[src/rtl/bin14_to_bcd_seq.sv]
// ----------------------------------------------------------------------------
// bin14_to_bcd_seq
//   Sequential shift-add-3 (double-dabble) binary-to-BCD converter for the
//   counter display path. One conversion takes BIN_W shift cycles plus one
//   settle cycle in SHIFT and one DONE cycle. Results are saturated to all
//   nines, with ovf set, when the value needs more than DIGITS digits.
//   bcd/ovf are loaded only on the edge entering DONE, so the digit mux
//   never sees partial data.
//
// Ports
//   clk    in   system clock, rising edge
//   rst_n  in   asynchronous active-low reset
//   start  in   conversion request, accepted in IDLE or DONE
//   bin    in   BIN_W-bit unsigned value, captured on accepted start
//   busy   out  high while shifting
//   done   out  one-cycle pulse, bcd/ovf valid and freshly updated
//   bcd    out  packed BCD, [3:0] = ones; held until next done
//   ovf    out  last value exceeded DIGITS decimal digits; held with bcd
// ----------------------------------------------------------------------------
module bin14_to_bcd_seq #(
   parameter int BIN_W  = 14,
   parameter int DIGITS = 4
) (
   input  logic                  clk,
   input  logic                  rst_n,
   input  logic                  start,
   input  logic [BIN_W-1:0]      bin,
   output logic                  busy,
   output logic                  done,
   output logic [4*DIGITS-1:0]   bcd,
   output logic                  ovf
);

   // One spare digit in the scratch so the full input range converts
   // without loss before saturation is decided.
   localparam int SCR_D = DIGITS + 1;
   localparam int SCR_W = 4 * SCR_D;
   localparam int CNT_W = $clog2(BIN_W + 1);
   localparam int BCD_W = 4 * DIGITS;

   typedef enum logic [1:0] {IDLE, SHIFT, DONE} state_t;

   state_t               state_q, state_d;
   logic [BIN_W-1:0]     shreg_q, shreg_d;
   logic [SCR_W-1:0]     scr_q,   scr_d;
   logic [CNT_W-1:0]     cnt_q,   cnt_d;
   logic [BCD_W-1:0]     bcd_q,   bcd_d;
   logic                 ovf_q,   ovf_d;

   logic [SCR_W-1:0]       scr_adj;
   logic [SCR_W+BIN_W-1:0] shifted;

   // Add-3 correction: each digit >= 5 gets +3 so the following left shift
   // carries into the next digit exactly when the doubled value passes 9.
   always_comb begin
      scr_adj = scr_q;
      for (int i = 0; i < SCR_D; i++) begin
         if (scr_q[4*i +: 4] >= 4'd5)
            scr_adj[4*i +: 4] = scr_q[4*i +: 4] + 4'd3;
      end
      shifted = {scr_adj, shreg_q} << 1;
   end

   always_comb begin
      state_d = state_q;
      shreg_d = shreg_q;
      scr_d   = scr_q;
      cnt_d   = cnt_q;
      bcd_d   = bcd_q;
      ovf_d   = ovf_q;
      case (state_q)
         IDLE, DONE: begin
            if (start) begin
               shreg_d = bin;
               scr_d   = '0;
               cnt_d   = '0;
               state_d = SHIFT;
            end else begin
               state_d = IDLE;
            end
         end
         SHIFT: begin
            if (cnt_q == CNT_W'(BIN_W)) begin
               // Settle cycle: all shifts are in scratch, publish result.
               state_d = DONE;
               if (scr_q[SCR_W-1:BCD_W] != '0) begin
                  bcd_d = {DIGITS{4'h9}};
                  ovf_d = 1'b1;
               end else begin
                  bcd_d = scr_q[BCD_W-1:0];
                  ovf_d = 1'b0;
               end
            end else begin
               {scr_d, shreg_d} = shifted;
               cnt_d            = cnt_q + 1'b1;
            end
         end
         default: state_d = IDLE;
      endcase
   end

   always_ff @(posedge clk or negedge rst_n) begin
      if (!rst_n) begin
         state_q <= IDLE;
         shreg_q <= '0;
         scr_q   <= '0;
         cnt_q   <= '0;
         bcd_q   <= '0;
         ovf_q   <= 1'b0;
      end else begin
         state_q <= state_d;
         shreg_q <= shreg_d;
         scr_q   <= scr_d;
         cnt_q   <= cnt_d;
         bcd_q   <= bcd_d;
         ovf_q   <= ovf_d;
      end
   end

   // busy covers only the shifting cycles; the settle cycle drops it so
   // busy and done can never overlap.
   assign busy = (state_q == SHIFT) && (cnt_q != CNT_W'(BIN_W));
   assign done = (state_q == DONE);
   assign bcd  = bcd_q;
   assign ovf  = ovf_q;

endmodule

[config.mk]
export PLATFORM = sky130hd
export DESIGN_NAME = bin14_to_bcd_seq
export DESIGN_NICKNAME = d
export VERILOG_FILES = /design/src/rtl/bin14_to_bcd_seq.sv
export SDC_FILE = /design/constraint.sdc
export NUM_CORES = 1
export LEC_CHECK = 0
export ABC_AREA = 1
export ABC_CLOCK_PERIOD_IN_PS = 2720
export CAP_MARGIN = 5
export CORE_MARGIN = 1
export CORE_UTILIZATION = 60
export DETAILED_ROUTE_END_ITERATION = 10
export HOLD_SLACK_MARGIN = 0.02
export PLACE_DENSITY = 0.85
export SYNTH_ARGS = -nofsm -noshare
export SYNTH_HDL_FRONTEND = slang
export SYNTH_SLANG_ARGS = --single-unit
[constraint.sdc]
create_clock -name clk -period 2.72 [get_ports clk]
set_clock_uncertainty 0.05 [all_clocks]
set_input_delay 0.272 -clock clk [delete_from_list [all_inputs] [get_ports clk]]
set_output_delay 0.272 -clock clk [all_outputs]
set_load 0.1 [all_outputs]
* Word-level counts from Yosys, hierarchy flattened
Index checks and enable logic that the tools add are counted.
Storage, ports and cells: register bits 57, bits of input ports 17, output and inout port bits 19, word-level logic and storage cells 50
Operators by class: add/sub/neg operators 6, $lt $le $gt $ge 5, equal/unequal tests 7, mux-type cells 19, reductions and logical operators 7
Operators with widths (count):
- 2-to-1 mux 20 bit | 2
- case mux 20 bit (2 select lines) | 1
- 2-to-1 mux 14 bit | 2
- case mux 14 bit (2 select lines) | 1
- 2-to-1 mux 4 bit | 6
- greater-or-equal comparator 4 x 3 -> 1 bit, second input constant | 5
- adder 4 x 2 -> 4 bit, second input constant | 4
- 2-to-1 mux 16 bit | 1
- case mux 4 bit (2 select lines) | 1
- inequality test 2 bit, second input constant | 3
- adder 4 x 1 -> 4 bit, second input constant | 1
- == test 4 bit, second input constant | 1
- inequality test 4 bit, second input constant | 1
- case mux 2 bit (2 select lines) | 1
- nonzero test 4 bit | 1
- adder 3 x 2 -> 3 bit, second input constant | 1
- 2-to-1 mux 3 bit | 1
- AND reduction 3 bit | 1
- == test 2 x 1 -> 1 bit, second input constant | 1
- == test 2 bit, second input constant | 1
- logical NOT 2 bit | 1
- 2-to-1 mux 1 bit | 2
- 2-to-1 mux 2 bit | 1
- AND reduction 2 bit | 1
- 3 further kinds | 3

* Depth between registers and ports, before layout
depth after elaboration 4, depth in mapped cells 9, depth with buffers taken out 8

* Least setup slack after synthesis
No wires, ideal clock.
path kind register to output, start register state_q[1], end output done, arrival time 1748 ps, data required time 2398 ps, setup slack 650 ps, cell stages (with the launch flop) 3, path buffers 0, cells stage by stage dfrtp_1 > inv_1 > nor2_1
On the way: longest elaborated chain between the ends 1
Ends and longest elaborated chain:
- from (decl) | line 43 | state_t state_q, state_d;
- from (signal assigned) | line 111 | state_q <= state_d;
- == test 2 bit | line 123 | assign done = (state_q == DONE);
- to (decl) | line 29 | output logic done,
No other way between the ends.

* Worst setup path after layout
start register cnt_q[0], end output busy
On the way: longest elaborated chain between the ends 2
Ends and longest elaborated chain:
- from (decl) | line 46 | logic [CNT_W-1:0] cnt_q, cnt_d;
- from (signal assigned) | line 114 | cnt_q <= cnt_d;
- inequality test 4 bit | line 122 | assign busy = (state_q == SHIFT) && (cnt_q != CNT_W'(BIN_W));
- logical AND 1 bit | line 122
- to (decl) | line 28 | output logic busy,
No other way between the ends.

==> flow_summary.yaml <==
pwr:
  p_per_area_nw_per_um2: 1280
  power_leakage_nw: 1.82
  irDropWorstVdd_mv: 0.663
setup_path:
  reg2reg_slack_ns: 0.81
  r2r-end: "bcd[6]"
  reg2reg_from: "cnt_q[0]"
  arrival_ns: 1.82
  setup.worst_path.start_class: "register"
  critPathMaxFanout: 14
  max_stage_delay_ns: 0.37
  crit_chain: "inv_1 -> ha_1 -> nand3_1 -> nand2_4 -> inv_2 -> buf_4"
  cpMaxStageDelayCell: "dfrtp_1"
  required_ns: 2.40
  cp-end-kind: "output pin"
  path_class: "register to output pin"
  reg2reg_depth: 8
synthesis:
  ys_types: 25
  yosys.area.top_type: "dfrtp_1"
  yosysTopAreaCellShare: 0.488
  ys_seq_elements: 57
  yosysWarnings: 0
  synth.area.top_cells: "dfrtp_1 (49%), nand2_1 (17%), nand3_1 (7.2%), ha_1 (5.6%), o21ai_0 (4.3%)"
  syn_inst: 361
  ys_seq_area_frac: 0.488
  synth.avg_cell_area_sq_um: 8.10
  syn-cell-area_sq_um: 2920
  syn-num-nets: 391
grt:
  grt_pass1_wl_microns: 9940
  grt-ovfl-total: 0
  grt_pass1_vias: 2341
  antenna_found_initial: 0
  track_usage: 0.257
  grt_max_degree: 58
sta:
  fin_crit_ns: 2.14
  rsz0062_at_grt: "false"
  period_share: 0.786
  finalMaxSlewViolations: 0
  setup_violations: 0
  hold_viol: 0
  timing.setup.tns_ns: 0
  tightestPinTransition_ns: 0.692
  relSlewSlack: 0.538
  fmax_ghz: 0.468
floorplan:
  coreArea_sq_um: 4690
  die_area_sq_um: 5150
  start_util: 0.623
  rows: 25
  die_h_microns: 71.8
  boundaryPins: 36
  dieWidth_microns: 71.8
detailed_routing:
  vias: 2454
  first_iter_violations: 183
  route.detailed.drc: 0
  detail-route-antenna-nets: 0
  first_pass_iters: 4
  wl_microns: 5760
  viasPerCell: 5.37
  avgRoutedWirePerCell_microns: 12.6
placement:
  gp_congestion: 0.864
  placed_area_sq_um: 3220
  hpwl_microns: 3980
  io_buffers: 35
clock_network:
  clkTransAtPathRegs_ns: 0.06
  cts_hold_buf: 0
  cts_root_buf: "clkbuf_8"
  clock_latency_ns: 0.34
  htree_levels: 3
  clockBufferDepth: 2
  cts_tree: "done"
  postCtsSetupBuffers: 0
  cts_buffers: 9
  post_cts_resized: 0
  cts_sinks: 57
job:
  max_cap_viol_count: 0
final_layout:
  stdcell_area_sq_um: 3380
  area_delta_synth_final_pct: 15.8
  n_antenna_cell: 0
  nets: 429
  drive_gt1_frac: 0.119
run_status:
  outcome: "completed"
worst_hold_path:
  hold_path_class: "input pin to async pin"
## cell usage after synthesis, drive strengths merged
master and number:
nand2 138, o21bai 3, nand4 14, or2 2, buf 10, nand3 42
and2 1, inv 34, nor2 16, o22ai 2, dfrtp 57, o211ai 1
o21ai 28, ha 13
## per-stage QoR
step / std cells / setup WS, ns / util / hold slack, ns / total power, mW
after floorplan: 361 / 0.650 / - / -0.0736 / 3.25
after global placement: 442 / 0.899 / 0.687 / 0.400 / 3.61
after detailed placement: 442 / 0.802 / 0.687 / 0.402 / 3.68
after CTS: 457 / 0.579 / 0.721 / 0.0411 / 4.35
after global routing: 457 / 0.488 / 0.721 / 0.0914 / 4.61
final: 457 / 0.583 / 0.721 / 0.0150 / 4.33
## cell type report
class / instances / area [sq um]
fillers: 371 / 1310
repair buffers: 37 / 313
clock buffers: 11 / 141
well taps: 54 / 67.6
flip-flops and latches: 57 / 1430
multi-input cells: 260 / 1280
clock inverters: 4 / 20.0
inverters: 34 / 133
## how the worst max path moves through the flow
stage	start	endpoint	cells after the start
2_1_floorplan	state_q[1]	done	2
3_3_place_gp	cnt_q[0]	ovf	7
3_5_place_dp	cnt_q[0]	bcd[6]	8
4_1_cts	cnt_q[0]	busy	6
5_1_grt	cnt_q[0]	busy	6
6_report	cnt_q[0]	busy	6
## kinds of logic (layout without fill, tap and decap cells)
group | after synthesis | in the layout | share of synthesized area
buffers and inverters | 44 | 86 | 0.0728
AND/OR/NAND/NOR | 213 | 213 | 0.318
AO/OA/AOI/OAI | 34 | 34 | 0.0651
flip-flops | 57 | 57 | 0.488
adder cells (fa/ha/maj) | 13 | 13 | 0.0557
## routing by layer
metal	share of wire	global-route usage
met4	0.022	0.144
met2	0.48	0.426
met1	0.46	0.308
met3	0.044	0.0619
met5	0	0
## placed cells by master (no fill, tap or decap)
master	netlist	routed
buf_4	5	21
nor2_2	1	1
clkdlybuf4s50_1	0	15
buf_2	1	1
clkbuf_8	0	10
nand2_2	1	1
clkinv_2	0	4
or2_2	2	2
nor2_1	14	14
nand2_1	135	135
inv_4	2	2
and2_1	1	1
o21bai_1	3	3
o21ai_0	25	25
nand3_1	42	42
clkbuf_1	0	1
inv_2	1	1
nand4_1	14	14
nor2_8	1	1
dfrtp_1	57	57
o21ai_2	2	2
o22ai_1	2	2
ha_1	13	13
nand2_4	2	2
o21ai_1	1	1
o211ai_1	1	1
inv_1	31	31
## state kept, by name (all words and copies together), names as in the netlist
signal / flops
shreg_q: 14
state_q: 2
bcd: 16
ovf: 1
cnt_q: 4
scr_q: 20
## worst max-delay path, delay by kind of cell, from the launching register on
kind / cells / cell delay [ns]
adder cells (fa/ha/maj): 1 / 0.20
buffers and inverters: 3 / 0.67
AND/OR/NAND/NOR: 2 / 0.25
flip-flops: 1 / 0.37
## report_power, final
part	switching (mW)	leakage [nW]	internal [mW]
clock network	0.316	0.0887	0.343
registers	0.244	0.757	1.16
logic	1.71	0.971	0.551
total	2.27	1.82	2.05
Note: power is estimated with default switching activity, not from simulation.
